$ cat config.mk
export PLATFORM = sky130hd
export DESIGN_NAME = mem_port_arbiter
export DESIGN_NICKNAME = d
export VERILOG_FILES = /design/src/rtl/mem_port_arbiter.sv
export SDC_FILE = /design/constraint.sdc
export NUM_CORES = 1
export LEC_CHECK = 0
export CAP_MARGIN = 0
export CORE_ASPECT_RATIO = 1.1
export CORE_MARGIN = 10
export CORE_UTILIZATION = 32
export DETAILED_ROUTE_END_ITERATION = 8
export PLACE_DENSITY = 0.74
export RECOVER_POWER = 50
export SYNTH_ARGS = -nofsm -noshare
export SYNTH_HDL_FRONTEND = slang
export SYNTH_SLANG_ARGS = --single-unit
$ cat constraint.sdc
create_clock -name clk -period 2.2 [get_ports clk]
set_clock_uncertainty 0.05 [all_clocks]
set_input_delay 0.55 -clock clk [delete_from_list [all_inputs] [get_ports clk]]
set_output_delay 0.55 -clock clk [all_outputs]
set_load 0.02 [all_outputs]
$ cat src/rtl/mem_port_arbiter.sv
// -----------------------------------------------------------------------------
// mem_port_arbiter
//
// Shares the core's single memory port between the instruction-fetch requester
// (instr_*) and the load/store requester (data_*). One transaction is in flight
// at a time. The memory-side request (mem_req_o and its address/controls) is
// fully registered; grants, response valids and response data back to the
// requesters are combinational so a requester sees its answer in the same
// cycle the memory produces it.
//
// Data accesses win arbitration by default. A 4-bit starvation counter tracks
// data grants made while a fetch was waiting; once it reaches STARVE_LIMIT the
// next contended grant goes to fetch.
//
// Ports
//   clk, rst_n                     clock, asynchronous active-low reset
//   instr_req_i / instr_addr_i     fetch request and byte address
//   instr_gnt_o                    fetch accepted (only ever in IDLE)
//   instr_rvalid_o / instr_rdata_o fetch response, data zero unless valid
//   data_req_i/_we_i/_be_i/_addr_i/_wdata_i   load/store request
//   data_gnt_o                     load/store accepted (only ever in IDLE)
//   data_rvalid_o / data_rdata_o   load/store response, data zero unless valid
//   mem_req_o/_we_o/_be_o/_addr_o/_wdata_o    registered memory request
//   mem_gnt_i / mem_rvalid_i / mem_rdata_i    memory accept and response
//   fetch_stall_o / data_stall_o   requester must hold its pipeline stage
// -----------------------------------------------------------------------------
module mem_port_arbiter #(
  parameter int MEM_ADDR_WIDTH = 32,
  parameter int DATA_WIDTH     = 32,
  parameter int STARVE_LIMIT   = 4
) (
  input  logic                      clk,
  input  logic                      rst_n,

  input  logic                      instr_req_i,
  input  logic [MEM_ADDR_WIDTH-1:0] instr_addr_i,
  output logic                      instr_gnt_o,
  output logic                      instr_rvalid_o,
  output logic [DATA_WIDTH-1:0]     instr_rdata_o,

  input  logic                      data_req_i,
  input  logic                      data_we_i,
  input  logic [DATA_WIDTH/8-1:0]   data_be_i,
  input  logic [MEM_ADDR_WIDTH-1:0] data_addr_i,
  input  logic [DATA_WIDTH-1:0]     data_wdata_i,
  output logic                      data_gnt_o,
  output logic                      data_rvalid_o,
  output logic [DATA_WIDTH-1:0]     data_rdata_o,

  output logic                      mem_req_o,
  output logic                      mem_we_o,
  output logic [DATA_WIDTH/8-1:0]   mem_be_o,
  output logic [MEM_ADDR_WIDTH-1:0] mem_addr_o,
  output logic [DATA_WIDTH-1:0]     mem_wdata_o,
  input  logic                      mem_gnt_i,
  input  logic                      mem_rvalid_i,
  input  logic [DATA_WIDTH-1:0]     mem_rdata_i,

  output logic                      fetch_stall_o,
  output logic                      data_stall_o
);

  localparam int BE_WIDTH = DATA_WIDTH / 8;

  // Limit as a 4-bit value so it compares directly against the counter.
  localparam logic [3:0] STARVE_LIMIT_C = 4'(STARVE_LIMIT);
  localparam logic [3:0] STARVE_MAX_C   = 4'hF;

  localparam logic OWNER_DATA  = 1'b0;
  localparam logic OWNER_INSTR = 1'b1;

  typedef enum logic [1:0] {
    ST_IDLE = 2'd0,
    ST_REQ  = 2'd1,
    ST_RESP = 2'd2
  } state_t;

  state_t                    state_r;
  state_t                    state_next_s;
  logic                      owner_r;
  logic [3:0]                starve_cnt_r;

  logic                      mem_req_r;
  logic                      mem_we_r;
  logic [BE_WIDTH-1:0]       mem_be_r;
  logic [MEM_ADDR_WIDTH-1:0] mem_addr_r;
  logic [DATA_WIDTH-1:0]     mem_wdata_r;

  logic                      grant_open_s;
  logic                      sel_instr_s;
  logic                      instr_gnt_s;
  logic                      data_gnt_s;
  logic                      resp_fire_s;
  logic                      instr_rvalid_s;
  logic                      data_rvalid_s;
  logic [DATA_WIDTH-1:0]     instr_rdata_s;
  logic [DATA_WIDTH-1:0]     data_rdata_s;
  logic                      fetch_stall_s;
  logic                      data_stall_s;

  // Arbitration: pick a winner and raise exactly one grant while idle.
  always_comb begin
    grant_open_s = 1'b0;
    sel_instr_s  = 1'b0;
    instr_gnt_s  = 1'b0;
    data_gnt_s   = 1'b0;

    // rst_n is included so a request held during reset is not granted even
    // though the state register reads IDLE.
    if ((state_r == ST_IDLE) && rst_n) begin
      grant_open_s = 1'b1;
    end else begin
      grant_open_s = 1'b0;
    end

    // Fetch wins only when data is absent or fetch has been starved long enough.
    if (instr_req_i && (!data_req_i || (starve_cnt_r == STARVE_LIMIT_C))) begin
      sel_instr_s = 1'b1;
    end else begin
      sel_instr_s = 1'b0;
    end

    if (grant_open_s) begin
      instr_gnt_s = instr_req_i & sel_instr_s;
      data_gnt_s  = data_req_i & ~sel_instr_s;
    end else begin
      instr_gnt_s = 1'b0;
      data_gnt_s  = 1'b0;
    end
  end

  // Next-state logic of the transaction FSM.
  always_comb begin
    state_next_s = state_r;
    case (state_r)
      ST_IDLE: begin
        if (instr_gnt_s || data_gnt_s) begin
          state_next_s = ST_REQ;
        end else begin
          state_next_s = ST_IDLE;
        end
      end
      ST_REQ: begin
        // A same-cycle mem_rvalid_i is ignored here; only the grant counts.
        if (mem_gnt_i) begin
          state_next_s = ST_RESP;
        end else begin
          state_next_s = ST_REQ;
        end
      end
      ST_RESP: begin
        if (mem_rvalid_i) begin
          state_next_s = ST_IDLE;
        end else begin
          state_next_s = ST_RESP;
        end
      end
      default: begin
        state_next_s = ST_IDLE;
      end
    endcase
  end

  // State, owner and starvation counter registers.
  always_ff @(posedge clk or negedge rst_n) begin
    if (!rst_n) begin
      state_r      <= ST_IDLE;
      owner_r      <= OWNER_DATA;
      starve_cnt_r <= 4'd0;
    end else begin
      state_r <= state_next_s;

      if (instr_gnt_s) begin
        owner_r <= OWNER_INSTR;
      end else if (data_gnt_s) begin
        owner_r <= OWNER_DATA;
      end else begin
        owner_r <= owner_r;
      end

      // Count data grants that left a fetch waiting; any fetch grant clears.
      if (instr_gnt_s) begin
        starve_cnt_r <= 4'd0;
      end else if (data_gnt_s && instr_req_i && (starve_cnt_r != STARVE_MAX_C)) begin
        starve_cnt_r <= starve_cnt_r + 4'd1;
      end else begin
        starve_cnt_r <= starve_cnt_r;
      end
    end
  end

  // Memory-side request registers: loaded on a grant, held until accepted.
  always_ff @(posedge clk or negedge rst_n) begin
    if (!rst_n) begin
      mem_req_r   <= 1'b0;
      mem_we_r    <= 1'b0;
      mem_be_r    <= {BE_WIDTH{1'b0}};
      mem_addr_r  <= {MEM_ADDR_WIDTH{1'b0}};
      mem_wdata_r <= {DATA_WIDTH{1'b0}};
    end else begin
      if (instr_gnt_s) begin
        // Fetches are always full-width reads.
        mem_req_r   <= 1'b1;
        mem_we_r    <= 1'b0;
        mem_be_r    <= {BE_WIDTH{1'b1}};
        mem_addr_r  <= instr_addr_i;
        mem_wdata_r <= {DATA_WIDTH{1'b0}};
      end else if (data_gnt_s) begin
        mem_req_r   <= 1'b1;
        mem_we_r    <= data_we_i;
        mem_be_r    <= data_be_i;
        mem_addr_r  <= data_addr_i;
        mem_wdata_r <= data_wdata_i;
      end else if ((state_r == ST_REQ) && mem_gnt_i) begin
        mem_req_r   <= 1'b0;
      end else begin
        mem_req_r   <= mem_req_r;
      end
    end
  end

  // Response routing to the owner, with data forced to zero when not valid.
  always_comb begin
    resp_fire_s    = (state_r == ST_RESP) & mem_rvalid_i;
    instr_rvalid_s = 1'b0;
    data_rvalid_s  = 1'b0;
    instr_rdata_s  = {DATA_WIDTH{1'b0}};
    data_rdata_s   = {DATA_WIDTH{1'b0}};

    if (resp_fire_s && (owner_r == OWNER_INSTR)) begin
      instr_rvalid_s = 1'b1;
      instr_rdata_s  = mem_rdata_i;
    end else if (resp_fire_s) begin
      data_rvalid_s = 1'b1;
      data_rdata_s  = mem_rdata_i;
    end else begin
      instr_rvalid_s = 1'b0;
      data_rvalid_s  = 1'b0;
    end
  end

  // Stall: waiting for a grant, or owning an unfinished transaction.
  always_comb begin
    fetch_stall_s = (instr_req_i & ~instr_gnt_s)
                  | ((owner_r == OWNER_INSTR) & (state_r != ST_IDLE) & ~instr_rvalid_s);
    data_stall_s  = (data_req_i & ~data_gnt_s)
                  | ((owner_r == OWNER_DATA) & (state_r != ST_IDLE) & ~data_rvalid_s);
  end

  assign instr_gnt_o    = instr_gnt_s;
  assign data_gnt_o     = data_gnt_s;
  assign instr_rvalid_o = instr_rvalid_s;
  assign data_rvalid_o  = data_rvalid_s;
  assign instr_rdata_o  = instr_rdata_s;
  assign data_rdata_o   = data_rdata_s;
  assign fetch_stall_o  = fetch_stall_s;
  assign data_stall_o   = data_stall_s;

  assign mem_req_o   = mem_req_r;
  assign mem_we_o    = mem_we_r;
  assign mem_be_o    = mem_be_r;
  assign mem_addr_o  = mem_addr_r;
  assign mem_wdata_o = mem_wdata_r;

endmodule

# Word-level counts from Yosys, hierarchy flattened

Cells that the tools add are included.

Register bits after elaboration: 77
Output and inout bits: 140
Word-level logic and storage cells: 73

$add $sub $neg: 1
Eq/ne operators: 4
Multiplexer cells: 29
Bitwise logic cells: 17
Reductions and logical operators: 14

Operators with widths:

| kind                | number |
|---|---|
| $mux 32             | 7 |
| $mux 4              | 4 |
| $mux 1              | 15 |
| $and 1x1->1         | 9 |
| $logic_and 1x1->1   | 6 |
| $not 1->1           | 6 |
| $pmux 2 s3          | 1 |
| $reduce_bool 2->1   | 3 |
| $add 4x1->4 const B | 1 |
| $eq 4x3->1 const B  | 1 |
| $mux 2              | 2 |
| $ne 4x4->1 const B  | 1 |
| $reduce_bool 3->1   | 1 |
| $eq 2x1->1 const B  | 1 |
| $eq 2x2->1 const B  | 1 |
| $logic_not 2->1     | 1 |
| $logic_or 1x1->1    | 2 |
| $or 1x1->1          | 2 |
| $logic_not 1->1     | 1 |

# Longest topological paths before layout

Depth in word-level cells: 11
Depth in mapped cells: 8
Mapped depth without buffers: 6

# Least setup slack after synthesis

No wires, ideal clock.

Path kind: register -> output
Start: reg starve_cnt_r[0]
End: out fetch_stall_o
Arrival time: 1.845 ns
Data required time: 1.600 ns
Slack: -0.245 ns
Cell stages (with the launch flop): 8
Buffers on the path: 1
Cell sequence: dfrtp_1 inv_1 ha_1 and3b_1 o21ai_1 buf_2 inv_1 o21ai_1

Cells in the longest elaborated chain, start to end: 9

Ends and longest elaborated chain:

| item                   | line | source |
|---|---|---|
| from (decl)            | 81   | `logic [3:0] starve_cnt_r;` |
| from (signal assigned) | 185  | `starve_cnt_r <= starve_cnt_r + 4'd1;` |
| from (signal assigned) | 187  | `starve_cnt_r <= starve_cnt_r;` |
| $eq 4x3->1             | 117  | `if (instr_req_i && (!data_req_i \|\| (starve_cnt_r == STARVE_LIMIT_C))) begin` |
| $logic_or 1x1->1       | 117  |  |
| $logic_and 1x1->1      | 117  |  |
| $mux 1                 | 117  |  |
| $and 1x1->1            | 124  | `instr_gnt_s = instr_req_i & sel_instr_s;` |
| $mux 1                 | 123  | `if (grant_open_s) begin` |
| net instr_gnt_o        | 37   | `output logic instr_gnt_o,` |
| $not 1->1              | 244  | `fetch_stall_s = (instr_req_i & ~instr_gnt_s)` |
| $and 1x1->1            | 244  |  |
| $or 1x1->1             | 245  | `\| ((owner_r == OWNER_INSTR) & (state_r != ST_IDLE) & ~instr_rvalid_s);` |
| to (decl)              | 59   | `output logic fetch_stall_o,` |

The timed path passes the listed nets, and every way through them passes these cells.

# Worst setup path in the final report

Start: reg state_r[0]
End: out data_rdata_o[7]

Cells in the longest elaborated chain, start to end: 4
Elaborated cells between the ends (all ways): 5
Those cells by class: 1 x eq/ne; 2 x mux; 1 x bitwise; 1 x reduce/logical

Ends and longest elaborated chain:

| item                                         | line     | source |
|---|---|---|
| from (decl)                                  | 78       | `state_t state_r;` |
| from (signal assigned)                       | 171      | `state_r <= state_next_s;` |
| $eq 2x2->1 *                                 | 224      | `resp_fire_s = (state_r == ST_RESP) & mem_rvalid_i;` |
| $and 1x1->1 *                                | 224      |  |
| $mux 32 or $logic_and 1x1->1 (tied branches) | 233, 230 |  |
| $mux 32 *                                    | 230      | `if (resp_fire_s && (owner_r == OWNER_INSTR)) begin` |
| to (decl)                                    | 48       | `output logic [DATA_WIDTH-1:0] data_rdata_o,` |

Every way passes the cells marked *; elsewhere a longest branch is shown, timed or not.

==> results.md <==
- Non-Filler Instances: 775
- Diode count: 0
- WL per Instance: 22.1 um
- Synth Flop Type: dfrtp_1
- DR pass1 iterations: 4
- Yosys reg bits: 77
- Die area: 0.0164 mm^2
- Die height: 133 um
- Fmax: 438 MHz
- Final Max Tran Viols: 0
- IO Pins: 279
- Number of global-route vias before repair: 4239
- Layout cells sized above 1: 0.358
- Routability congestion estimate: 0.848
- CORE AREA: 0.0114 mm^2
- Sw frac: 0.360
- Hold-fix buffers, CTS: 0
- Clock slew seen by the registers of the worst setup and hold paths: 0.06 ns
- Worst-Skew Late Latency: 0.33 ns
- DR iter-0 viols: 182
- Internal cell power: 5.47 mW
- Dominant cell type by area after synthesis: dfrtp_1
- Most frequent cells in the layout: clkdlybuf4s50_1, dfrtp_1, buf_6, and2_4
- Outcome: finished with violations
- Critical Path Start Type: flop
- Tmin final: 2.28 ns
- Final hold vios: 0
- DR vias/cell: 5.04
- Max rail drop VDD: 655 uV
- Gr usage total: 0.193
- Cell count after placement: 748
- Net Switching: 3.07 mW
- EDFF count, synth: 0
- Hold crit path type: primary input to asynchronous set/reset pin
- Worst path required time: 1.60 ns
- Synth warn: 0
- CP Max Fanout: 8
- Placed Area: 0.00680 mm^2
- Final ANT Viol Nets: 0
- Crit path DAT: 1.68 ns
- Static leakage: 3.30 nW
- Comb power frac: 0.528
- Synth async-reset ratio: 1.00
- CP Class: flop to primary output
- Initial Utilization: 0.327
- Fin Hold WS: 0.0970 ns
- PD cells: 1140 mW/mm^2
- Finished layout cell area: 0.00750 mm^2
- Max_slew headroom: 0.0820
- Fin crit share: 1.04
- Clk root buf: clkbuf_16
- DRC violations left: 0
- Most common cell after layout, fill and taps aside: clkdlybuf4s50_1
- Avg Inst Size Synth: 11.6 um^2
- Worst-Margin Slew: 1.38 ns
- CTS sink cnt: 77
- Dpl ws: -0.672 ns
- Unrepaired setup endpoints after global routing: yes
- Die span in x: 123 um
- Final WS setup: -0.0816 ns
- First-pass GRT wire length: 24.8 mm
- Crit. End Element: primary output
- CTS buffer count: 9
- DP Wirelength: 12.5 mm
- Vias: 3903
- Top post-synthesis cells by area: dfrtp_1, and2_1, o221a_2
- Nets: 763
- Syn Inst Count: 323
- Syn Std Cell Area: 0.00374 mm^2
- Cell row count: 41
- IO Port Bufs: 278
- Initial antenna violation count: 0
- Core Util, Final: 0.656
- Clock share of power: 0.184
- CTS tree: built
- H-tree Lvls: 3
- Area grow syn2layout: 101%
- Unique masters post-synth: 35
- Routed wire length: 17.1 mm
- R2R depth: 7
- Final Setup Violations: 35
- CTS Buffer Depth: 2
- Pin count of the biggest net entering global routing: 56
- Synth Net Count: 464
- Sequential share of power: 0.288
- Max cap viols: 0
- Sequential area share after synthesis: 0.516
- Remaining Overflow, GRT: 0
- Failing checks: setup timing
- Share of the synthesized area in the top cell type: 0.516
-- layer usage --
layer,up-vias,part of all wire,global-route usage
met5,-,0,0
met4,0,0.013,0.0440
met3,17,0.092,0.0828
met2,163,0.53,0.339
met1,1925,0.37,0.209
li1,1798,-,-
-- power groups by stage --
stage          Clock (mW)  Combinational, mW  Sequential (mW)
2_1_floorplan           0               1.37             3.21
3_3_place_gp            0               4.30             2.43
3_5_place_dp            0               4.36             2.46
4_1_cts              1.61               4.48             2.47
5_1_grt              1.69               4.78             2.54
6_report             1.57               4.51             2.46
-- path summary, 6_finish.rpt --
check	start	endpoint	slack [ns]
setup / recovery	state_r[0]$_DFF_PN0_	data_rdata_o[7]	-0.08
hold / removal	rst_n	mem_req_o$_DFFE_PN0P_	0.1
setup reg to reg	starve_cnt_r[0]$_DFFE_PN0P_	mem_addr_o[29]$_DFFE_PN0P_	0.09
hold reg to reg	mem_req_o$_DFFE_PN0P_	mem_req_o$_DFFE_PN0P_	0.44
max in group asynchronous	rst_n	starve_cnt_r[1]$_DFFE_PN0P_	0.65
min in group clk	mem_req_o$_DFFE_PN0P_	mem_req_o$_DFFE_PN0P_	0.44
-- stage by stage --
stage | power (mW) | TNS (ns)
6_report | 8.54 | -2.02
3_5_place_dp | 6.82 | -50.63
5_1_grt | 9.01 | -5.69
4_1_cts | 8.56 | -2.05
2_1_floorplan | 4.58 | 0
3_3_place_gp | 6.73 | -48.36
-- critical path: stages (launching register included) --
cell and delay [ns]:
dfrtp_1 0.42, nand2b_4 0.17, nor3b_4 0.21, buf_6 0.15, clkbuf_16 0.14, and2_4 0.14, buf_6 0.11
-- cells by family after synthesis --
family / count (synthesis) / share of synthesized area
and+or+nand+nor: 93 / 0.156
muxes: 2 / 0.00569
DFF: 77 / 0.516
AOI/OAI and AO/OA: 115 / 0.271
adders and majority gates: 2 / 0.00670
buffers and inverters: 34 / 0.0445
-- registers in the layout, summed over array words and instances, names as in the netlist --
register      cells
mem_wdata_o      32
state_r           2
starve_cnt_r      4
owner_r           1
mem_addr_o       32
mem_req_o         1
mem_be_o          4
mem_we_o          1
-- cells in the mapped netlist, types with 3 or more instances --
cell      number
dfrtp_1       77
and2_1        64
a22o_1        34
o21bai_1      34
o221a_2       32
clkbuf_1      16
nand2_1        8
buf_2          7
inv_1          5
buf_6          4
o22a_1         4
nor2_1         3
o21ai_0        3
o21ai_1        3
-- area by class of cell --
class | instances | area [um^2]
fillers | 906 | 3940
repair buffers | 316 | 3230
flip-flops and latches | 77 | 1930
multi-input cells | 212 | 1830
clock buffers | 9 | 225
well taps | 150 | 188
clock inverters | 5 | 85.1
inverters | 6 | 22.5
-- timing repair --
action                                 in CTS  in global routing
endpoints found under the hold margin       0                  0
cloned                                      2                  3
setup buffers                               5                  5
pin swaps                                   4                 42
setup endpoints to repair                  70                 70
gates resized for setup                   381                117
Power figures use the tool's default switching activity.
